<file path="src/rtl/regfile_write_arbiter.sv">
// Register file write-port arbiter.
// Source A (pipeline writeback) always wins the write port. Source B
// (multi-cycle results) is queued in a small FIFO and drains when A is idle.
// A younger A write to the same register squashes queued B results, and two
// bypass ports let decode see writes that have not reached the register file.
//
// Handshake on B: a transfer happens on a rising edge where b_valid and
// b_ready are both high. b_ready reflects FIFO occupancy only (not a
// same-cycle pop). While b_valid is high and b_ready is low, the producer
// holds b_reg/b_data stable.
module regfile_write_arbiter #(
   parameter int WIDTH = 32,
   parameter int DEPTH = 4
) (
   input  logic                     clk,
   input  logic                     rst,
   input  logic                     a_valid,
   input  logic [4:0]               a_reg,
   input  logic [WIDTH-1:0]         a_data,
   input  logic                     b_valid,
   output logic                     b_ready,
   input  logic [4:0]               b_reg,
   input  logic [WIDTH-1:0]         b_data,
   output logic                     regWrite,
   output logic [4:0]               writeReg,
   output logic [WIDTH-1:0]         writeData,
   output logic [$clog2(DEPTH):0]   pending_count,
   input  logic [4:0]               q_reg1,
   output logic                     q_hit1,
   output logic [WIDTH-1:0]         q_data1,
   input  logic [4:0]               q_reg2,
   output logic                     q_hit2,
   output logic [WIDTH-1:0]         q_data2
);

   localparam int PW = $clog2(DEPTH);
   localparam int CW = PW + 1;
   localparam logic [CW-1:0] FULL_CNT = CW'(DEPTH);

   // FIFO storage; ent_valid marks live (not squashed, occupied) entries
   logic             ent_valid_q [DEPTH];
   logic             ent_valid_d [DEPTH];
   logic [4:0]       ent_reg_q   [DEPTH];
   logic [4:0]       ent_reg_d   [DEPTH];
   logic [WIDTH-1:0] ent_data_q  [DEPTH];
   logic [WIDTH-1:0] ent_data_d  [DEPTH];

   logic [PW-1:0]    rd_ptr_q, rd_ptr_d;
   logic [PW-1:0]    wr_ptr_q, wr_ptr_d;
   logic [CW-1:0]    count_q, count_d;

   // Output stage registers
   logic             reg_write_q, reg_write_d;
   logic [4:0]       write_reg_q, write_reg_d;
   logic [WIDTH-1:0] write_data_q, write_data_d;

   logic             a_win;
   logic             head_present;
   logic             head_valid;
   logic             pop;
   logic             push;

   // A with a nonzero destination owns the output; $zero writes vanish.
   assign a_win        = a_valid && (a_reg != 5'd0);
   assign head_present = (count_q != '0);
   assign head_valid   = head_present && ent_valid_q[rd_ptr_q];
   // A squashed head always leaves; a live head leaves only when A is idle.
   assign pop          = head_present && (!head_valid || !a_win);
   // Writes to $zero are accepted but never occupy a slot.
   assign push         = b_valid && b_ready && (b_reg != 5'd0);

   assign b_ready       = !rst && (count_q < FULL_CNT);
   assign pending_count = count_q;
   assign regWrite      = reg_write_q;
   assign writeReg      = write_reg_q;
   assign writeData     = write_data_q;

   // Next-state for FIFO contents, pointers, occupancy and the output stage
   always_comb begin
      for (int i = 0; i < DEPTH; i++) begin
         ent_valid_d[i] = ent_valid_q[i];
         ent_reg_d[i]   = ent_reg_q[i];
         ent_data_d[i]  = ent_data_q[i];
      end
      rd_ptr_d     = rd_ptr_q;
      wr_ptr_d     = wr_ptr_q;
      count_d      = count_q;
      reg_write_d  = 1'b0;
      write_reg_d  = write_reg_q;
      write_data_d = write_data_q;

      // Output selection: A first, then a live FIFO head, else idle/hold.
      if (a_win) begin
         reg_write_d  = 1'b1;
         write_reg_d  = a_reg;
         write_data_d = a_data;
      end else if (head_valid) begin
         reg_write_d  = 1'b1;
         write_reg_d  = ent_reg_q[rd_ptr_q];
         write_data_d = ent_data_q[rd_ptr_q];
      end

      // Older queued results to the register A is writing are now stale.
      if (a_win) begin
         for (int i = 0; i < DEPTH; i++) begin
            if (ent_reg_q[i] == a_reg) begin
               ent_valid_d[i] = 1'b0;
            end
         end
      end

      if (pop) begin
         ent_valid_d[rd_ptr_q] = 1'b0;
         rd_ptr_d              = rd_ptr_q + 1'b1;
      end

      // Applied after the squash so a same-edge B entry survives as younger.
      if (push) begin
         ent_valid_d[wr_ptr_q] = 1'b1;
         ent_reg_d[wr_ptr_q]   = b_reg;
         ent_data_d[wr_ptr_q]  = b_data;
         wr_ptr_d              = wr_ptr_q + 1'b1;
      end

      count_d = count_q + {{PW{1'b0}}, push} - {{PW{1'b0}}, pop};
   end

   // State registers with asynchronous clear
   always_ff @(posedge clk or posedge rst) begin
      if (rst) begin
         for (int i = 0; i < DEPTH; i++) begin
            ent_valid_q[i] <= 1'b0;
            ent_reg_q[i]   <= '0;
            ent_data_q[i]  <= '0;
         end
         rd_ptr_q     <= '0;
         wr_ptr_q     <= '0;
         count_q      <= '0;
         reg_write_q  <= 1'b0;
         write_reg_q  <= '0;
         write_data_q <= '0;
      end else begin
         for (int i = 0; i < DEPTH; i++) begin
            ent_valid_q[i] <= ent_valid_d[i];
            ent_reg_q[i]   <= ent_reg_d[i];
            ent_data_q[i]  <= ent_data_d[i];
         end
         rd_ptr_q     <= rd_ptr_d;
         wr_ptr_q     <= wr_ptr_d;
         count_q      <= count_d;
         reg_write_q  <= reg_write_d;
         write_reg_q  <= write_reg_d;
         write_data_q <= write_data_d;
      end
   end

   logic [4:0]       q_reg_a  [2];
   logic             q_hit_a  [2];
   logic [WIDTH-1:0] q_data_a [2];

   assign q_reg_a[0] = q_reg1;
   assign q_reg_a[1] = q_reg2;
   assign q_hit1     = q_hit_a[0];
   assign q_data1    = q_data_a[0];
   assign q_hit2     = q_hit_a[1];
   assign q_data2    = q_data_a[1];

   // Bypass lookup: youngest live FIFO match, else the output stage
   always_comb begin
      logic [PW-1:0] idx;
      idx = '0;
      for (int p = 0; p < 2; p++) begin
         q_hit_a[p]  = 1'b0;
         q_data_a[p] = '0;
         if (q_reg_a[p] != 5'd0) begin
            if (reg_write_q && (write_reg_q == q_reg_a[p])) begin
               q_hit_a[p]  = 1'b1;
               q_data_a[p] = write_data_q;
            end
            // Walk oldest to youngest so the last match found is the newest.
            for (int k = 0; k < DEPTH; k++) begin
               idx = rd_ptr_q + PW'(k);
               if ((CW'(k) < count_q) && ent_valid_q[idx] &&
                   (ent_reg_q[idx] == q_reg_a[p])) begin
                  q_hit_a[p]  = 1'b1;
                  q_data_a[p] = ent_data_q[idx];
               end
            end
         end
      end
   end

endmodule

</file>
<file path="config.mk">
export PLATFORM = sky130hd
export DESIGN_NAME = regfile_write_arbiter
export DESIGN_NICKNAME = d
export VERILOG_FILES = /design/src/rtl/regfile_write_arbiter.sv
export SDC_FILE = /design/constraint.sdc
export NUM_CORES = 1
export LEC_CHECK = 0
export ABC_AREA = 1
export CORE_MARGIN = 5
export CORE_UTILIZATION = 25
export DETAILED_ROUTE_END_ITERATION = 12
export GPL_TIMING_DRIVEN = 0
export MAX_ROUTING_LAYER = met4
export PLACE_DENSITY_LB_ADDON = 0.3
export SYNTH_ARGS = -nofsm -noshare
export SYNTH_HDL_FRONTEND = slang
export SYNTH_SLANG_ARGS = --single-unit
</file>
<file path="constraint.sdc">
create_clock -name clk -period 9.6 [get_ports clk]
set_clock_uncertainty 0.2 [all_clocks]
set_input_delay 2.88 -clock clk [delete_from_list [all_inputs] [get_ports clk]]
set_output_delay 2.88 -clock clk [all_outputs]
set_load 0.01 [all_outputs]
</file>
* Word level (Yosys, flattened, before mapping) *
Index checks and enable logic that the tools add are counted.

storage, ports and cells
  register bits = 197
  input port bits = 88
  output and inout bits = 108
  logic and storage cells = 173

cells by class
  add/sub/neg operators = 6
  $lt $le $gt $ge = 12
  eq/ne operators = 14
  muxes and demuxes = 83
  bitwise operators = 8
  reduce and logical (&&, ||, !) cells = 32

operator list
  operator                                                  count
  2-to-1 mux 32 bit                                         23
  binary-select mux 32 bit (select 2 bit)                   4
  bitwise mux 128 bit                                       1
  == test 5 bit                                             14
  demux 32 bit (select 2 bit)                               1
  2-to-1 mux 5 bit                                          11
  binary-select mux 5 bit (select 2 bit)                    4
  2-to-1 mux 1 bit                                          28
  logical AND 1 bit                                         22
  bitwise mux 20 bit                                        1
  nonzero test 5 bit                                        4
  greater-or-equal comparator 3 bit, second input constant  5
  inverter 2 -> 3 bit                                       5
  2-to-1 mux 4 bit                                          3
  demux 5 bit (select 2 bit)                                1
  binary-select mux 1 bit (select 2 bit)                    4
  < comparator 1 x 3 -> 1 bit, first input constant         2
  < comparator 2 x 3 -> 1 bit, first input constant         2
  < comparator 3 x 1 -> 1 bit, second input constant        2
  adder 2 x 1 -> 2 bit, second input constant               2
  adder 2 bit, second input constant                        2
  bitwise AND 4 bit                                         1
  demux 1 bit (select 2 bit)                                2
  inverter 4 bit                                            1
  8 further kinds                                           10

* Longest topological paths before layout *
  depth in word-level cells = 11
  depth in mapped cells = 21
  mapped depth without buffers = 13

* Worst setup path before layout *
No wires, ideal clock.

  path kind = input to output
  start point = in q_reg2[3]
  end point = out q_data2[21]
  arrival time = 4,411 ps
  data required time = 6,520 ps
  slack = 2,109 ps
  stages on the path = 12
  buffers on the path = 3
  path through = buf_2 -> inv_1 -> nand2_1 -> a21oi_1 -> nand4_1 -> inv_1 -> buf_2 -> buf_1 -> nand3_1 -> nand3_1 -> nand2_1 -> a21oi_1

between the ends
  word-level cells in the longest chain between the ends = 8
  elaborated cells between the ends (all ways) = 17
  those cells by class = eq/ne: 5; mux: 6; reduce/logical: 6

RTL lines
  what                            RTL line  RTL
  start: declaration              31        input logic [4:0] q_reg2,
  == test 5 bit                   176       if (reg_write_q && (write_reg_q == q_reg_a[p])) begin
  logical AND 1 bit               176
  2-to-1 mux 32 bit               176
  2-to-1 mux 32 bit (4 in a row)  183       if ((CW'(k) < count_q) && ent_valid_q[idx] &&
  2-to-1 mux 32 bit *             175       if (q_reg_a[p] != 5'd0) begin
  end: declaration                33        output logic [WIDTH-1:0] q_data2

Every way passes the cells marked *; elsewhere a longest branch is shown, timed or not.

* Worst setup path after layout *
  start point = in q_reg2[4]
  end point = out q_data2[28]

Same word-level chain as after synthesis.

==> impl_metrics.yaml <==
floorplan:
  die_x_um: 266.2
  initial_utilization: 0.2510
  io_pins: 196
  fp.dieH_um: 266.2
  rows: 94
  coreArea_um2: 65390
  dieArea_um2: 70880
critical_path:
  start_kind: "input port"
  r2r_setup_slack_ps: 5760
  r2r-end: "rd_ptr_q[1]"
  timing.rr.start: "rd_ptr_q[1]"
  required_ps: 6520
  worst_setup_path_end_kind: "output port"
  ff2ff_path_depth: 12
  critical_path_class: "input port to output port"
  crit_fanout: 19
  arrival_ps: 6200
grt:
  gr-total-overflow: 0
  grt_pass1_vias: 16960
  track_usage: 0.2061
  grt_pass1_wl_um: 109000
  antenna_found_initial: 15
  grt_max_degree: 115
placement:
  numPortBuffers: 189
  gp_congestion: 0.9412
  placedCellCount: 3694
  dpl.hpwl_um: 61800
synthesis:
  syn_nets: 2740
  syn_area_per_cell_um2: 6.217
  synth.top_cell.area_share: 0.3004
  yosysTopAreaCell: "dfrtp_1"
  ys_ff_latch: 197
  synth_ff_type: "dfrtp_1"
  synth_area_leaders: "dfrtp_1 30%, nand2_1 18%, o21ai_0 12%"
  yosysWarnings: 0
  synthCells: 2640
  synth.cell_area_um2: 16410
  ys_async_sr_fraction: 1.000
  synth_top_cells_by_count: "779 x nand2_1, 379 x o21ai_0, 253 x inv_1"
  ys_seq_area_frac: 0.3004
  synth.most_common_cell: "nand2_1"
  synth_cell_types: 44
  synth_edf_count: 0
cts:
  cts-root-buf: "clkbuf_16"
  cts_tree: "done"
  clock_latency_ps: 470
  cts_sinks: 197
  numCtsBuffers: 17
  cts_setup_buffers: 0
  cts_resized: 0
  clockBufferDepth: 2
  postCtsHoldBufs: 0
  cts_max_level: 4
  path_clk_slew_ps: 70
timing:
  post-route-period-util: 0.9666
  slew_headroom: 0.4168
  hold_viol: 0
  setup_tns_ps: 0
  fmax_ghz: 0.1078
  worstMarginPinSlew_ps: 865.7
  final_max_slew_viol_count: 0
  rsz0062_at_grt: "false"
  setup_viol: 0
  period_minus_slack_ps: 9279
  fin_hold_ws_ps: 289.9
route:
  routedWlPerCell_um: 19.67
  avgViaCountPerCell: 4.834
  drtAntennaViolNets: 0
  firstDrtPassIters: 8
  via_count: 18080
  route.detailed.drc: 0
  first_iter_violations: 1713
  routed_wl_um: 73580
outcome:
  status: "completed"
hold_path:
  hold-path-cell-count: 2
  hold_end: "ent_data_q[121]"
  min-delay-start: "ent_data_q[121]"
  hold_path.class: "register to register"
run:
  cap_violations: 0
power:
  total_leakage_power_nw: 9.199
  worst_ir_drop_vdd_uv: 166.3
  power_density_nw_per_um2: 374.9
layout:
  final_cells: 3740
  drive_above_1_share: 0.06781
  syn_to_final_growth_pct: 22.14
  final_nets: 2948
stage by stage:
stage	total power [mW]	util	area, µm²	setup slack [ps]
3_3_place_gp	6.629	0.2965	19390	-1740
6_report	7.516	0.3066	20050	320.7
4_1_cts	7.428	0.3060	20010	127.7
5_1_grt	8.064	0.3066	20050	175.7
2_1_floorplan	4.656	-	16410	1151
3_5_place_dp	6.646	0.2970	19420	149.0
sequential cells by signal (all words and copies together), names as in the netlist:
| name | flops |
|---|---|
| writeData | 32 |
| rd_ptr_q | 2 |
| wr_ptr_q | 2 |
| pending_count | 3 |
| writeReg | 5 |
| ent_data_q | 128 |
| ent_reg_q | 20 |
| ent_valid_q | 4 |
| regWrite | 1 |
metal layers:
layer,track usage,vias to the layer above,wire (µm)
met5,-,-,0
met4,0.05315,0,1690
met3,0.03214,70,4711
met2,0.3274,624,33450
met1,0.2760,8308,33720
li1,-,9077,-
how the worst max path moves through the flow:
stage          startpoint             to  slack (ps)  cells past startpoint
4_1_cts         q_reg2[4]    q_data2[26]         130                     13
3_5_place_dp    q_reg2[4]    q_data2[29]         150                     13
2_1_floorplan         rst  ent_data_q[0]        1150                      1
5_1_grt         q_reg2[4]    q_data2[26]         180                     12
3_3_place_gp          rst  writeData[18]       -1740                      2
6_report        q_reg2[4]    q_data2[28]         320                     12
final cells by class:
class	instances	area [µm²]
well taps	864	1081
inverters	259	984.7
fillers	7342	45350
flip-flops and latches	197	4930
diodes	15	37.54
clock buffers	20	456.7
plain buffers	203	1036
clock inverters	12	135.1
multi-input cells	1980	9467
repair buffers	190	1919
worst max-delay path: stages:
cell and delay, ps:
clkdlybuf4s50_1 550, inv_1 280, o21ai_0 120, a21oi_1 120, nand4_1 370, inv_1 160, buf_2 340, nand3_1 120
nand3_1 110, nand2_1 100, a21oi_1 400, clkdlybuf4s50_1 630
where the power goes:
part | internal [mW] | switching [mW]
registers | 1.23 | 0.402
clock network | 0.383 | 0.382
logic | 1.64 | 3.48
cell families after synthesis:
family          count (synthesis)  share of synthesized area
simple gates                 1369                     0.3675
fa+ha+maj                      12                   0.009605
mux                             1                  0.0006099
xor+xnor                       34                    0.01814
compound gates                564                     0.1809
buf+inv                       463                     0.1229
flops                         197                     0.3004
layout by cell type, fill, tap and decap left out, drive strengths merged, types with 4 or more instances in the layout:
cell	count
xor2	23
ha	11
o211ai	4
a21oi	100
nand3	245
inv	265
xnor2	11
o22ai	4
nor3	6
o21ai	389
or2	34
nand3b	28
buf	115
a31oi	32
nand4	104
o21a	32
nor2	164
dfrtp	197
clkbuf	109
nand2	784
clkinv	4
diode	15
clkdlybuf4s50	189
Power figures use the tool's default switching activity.
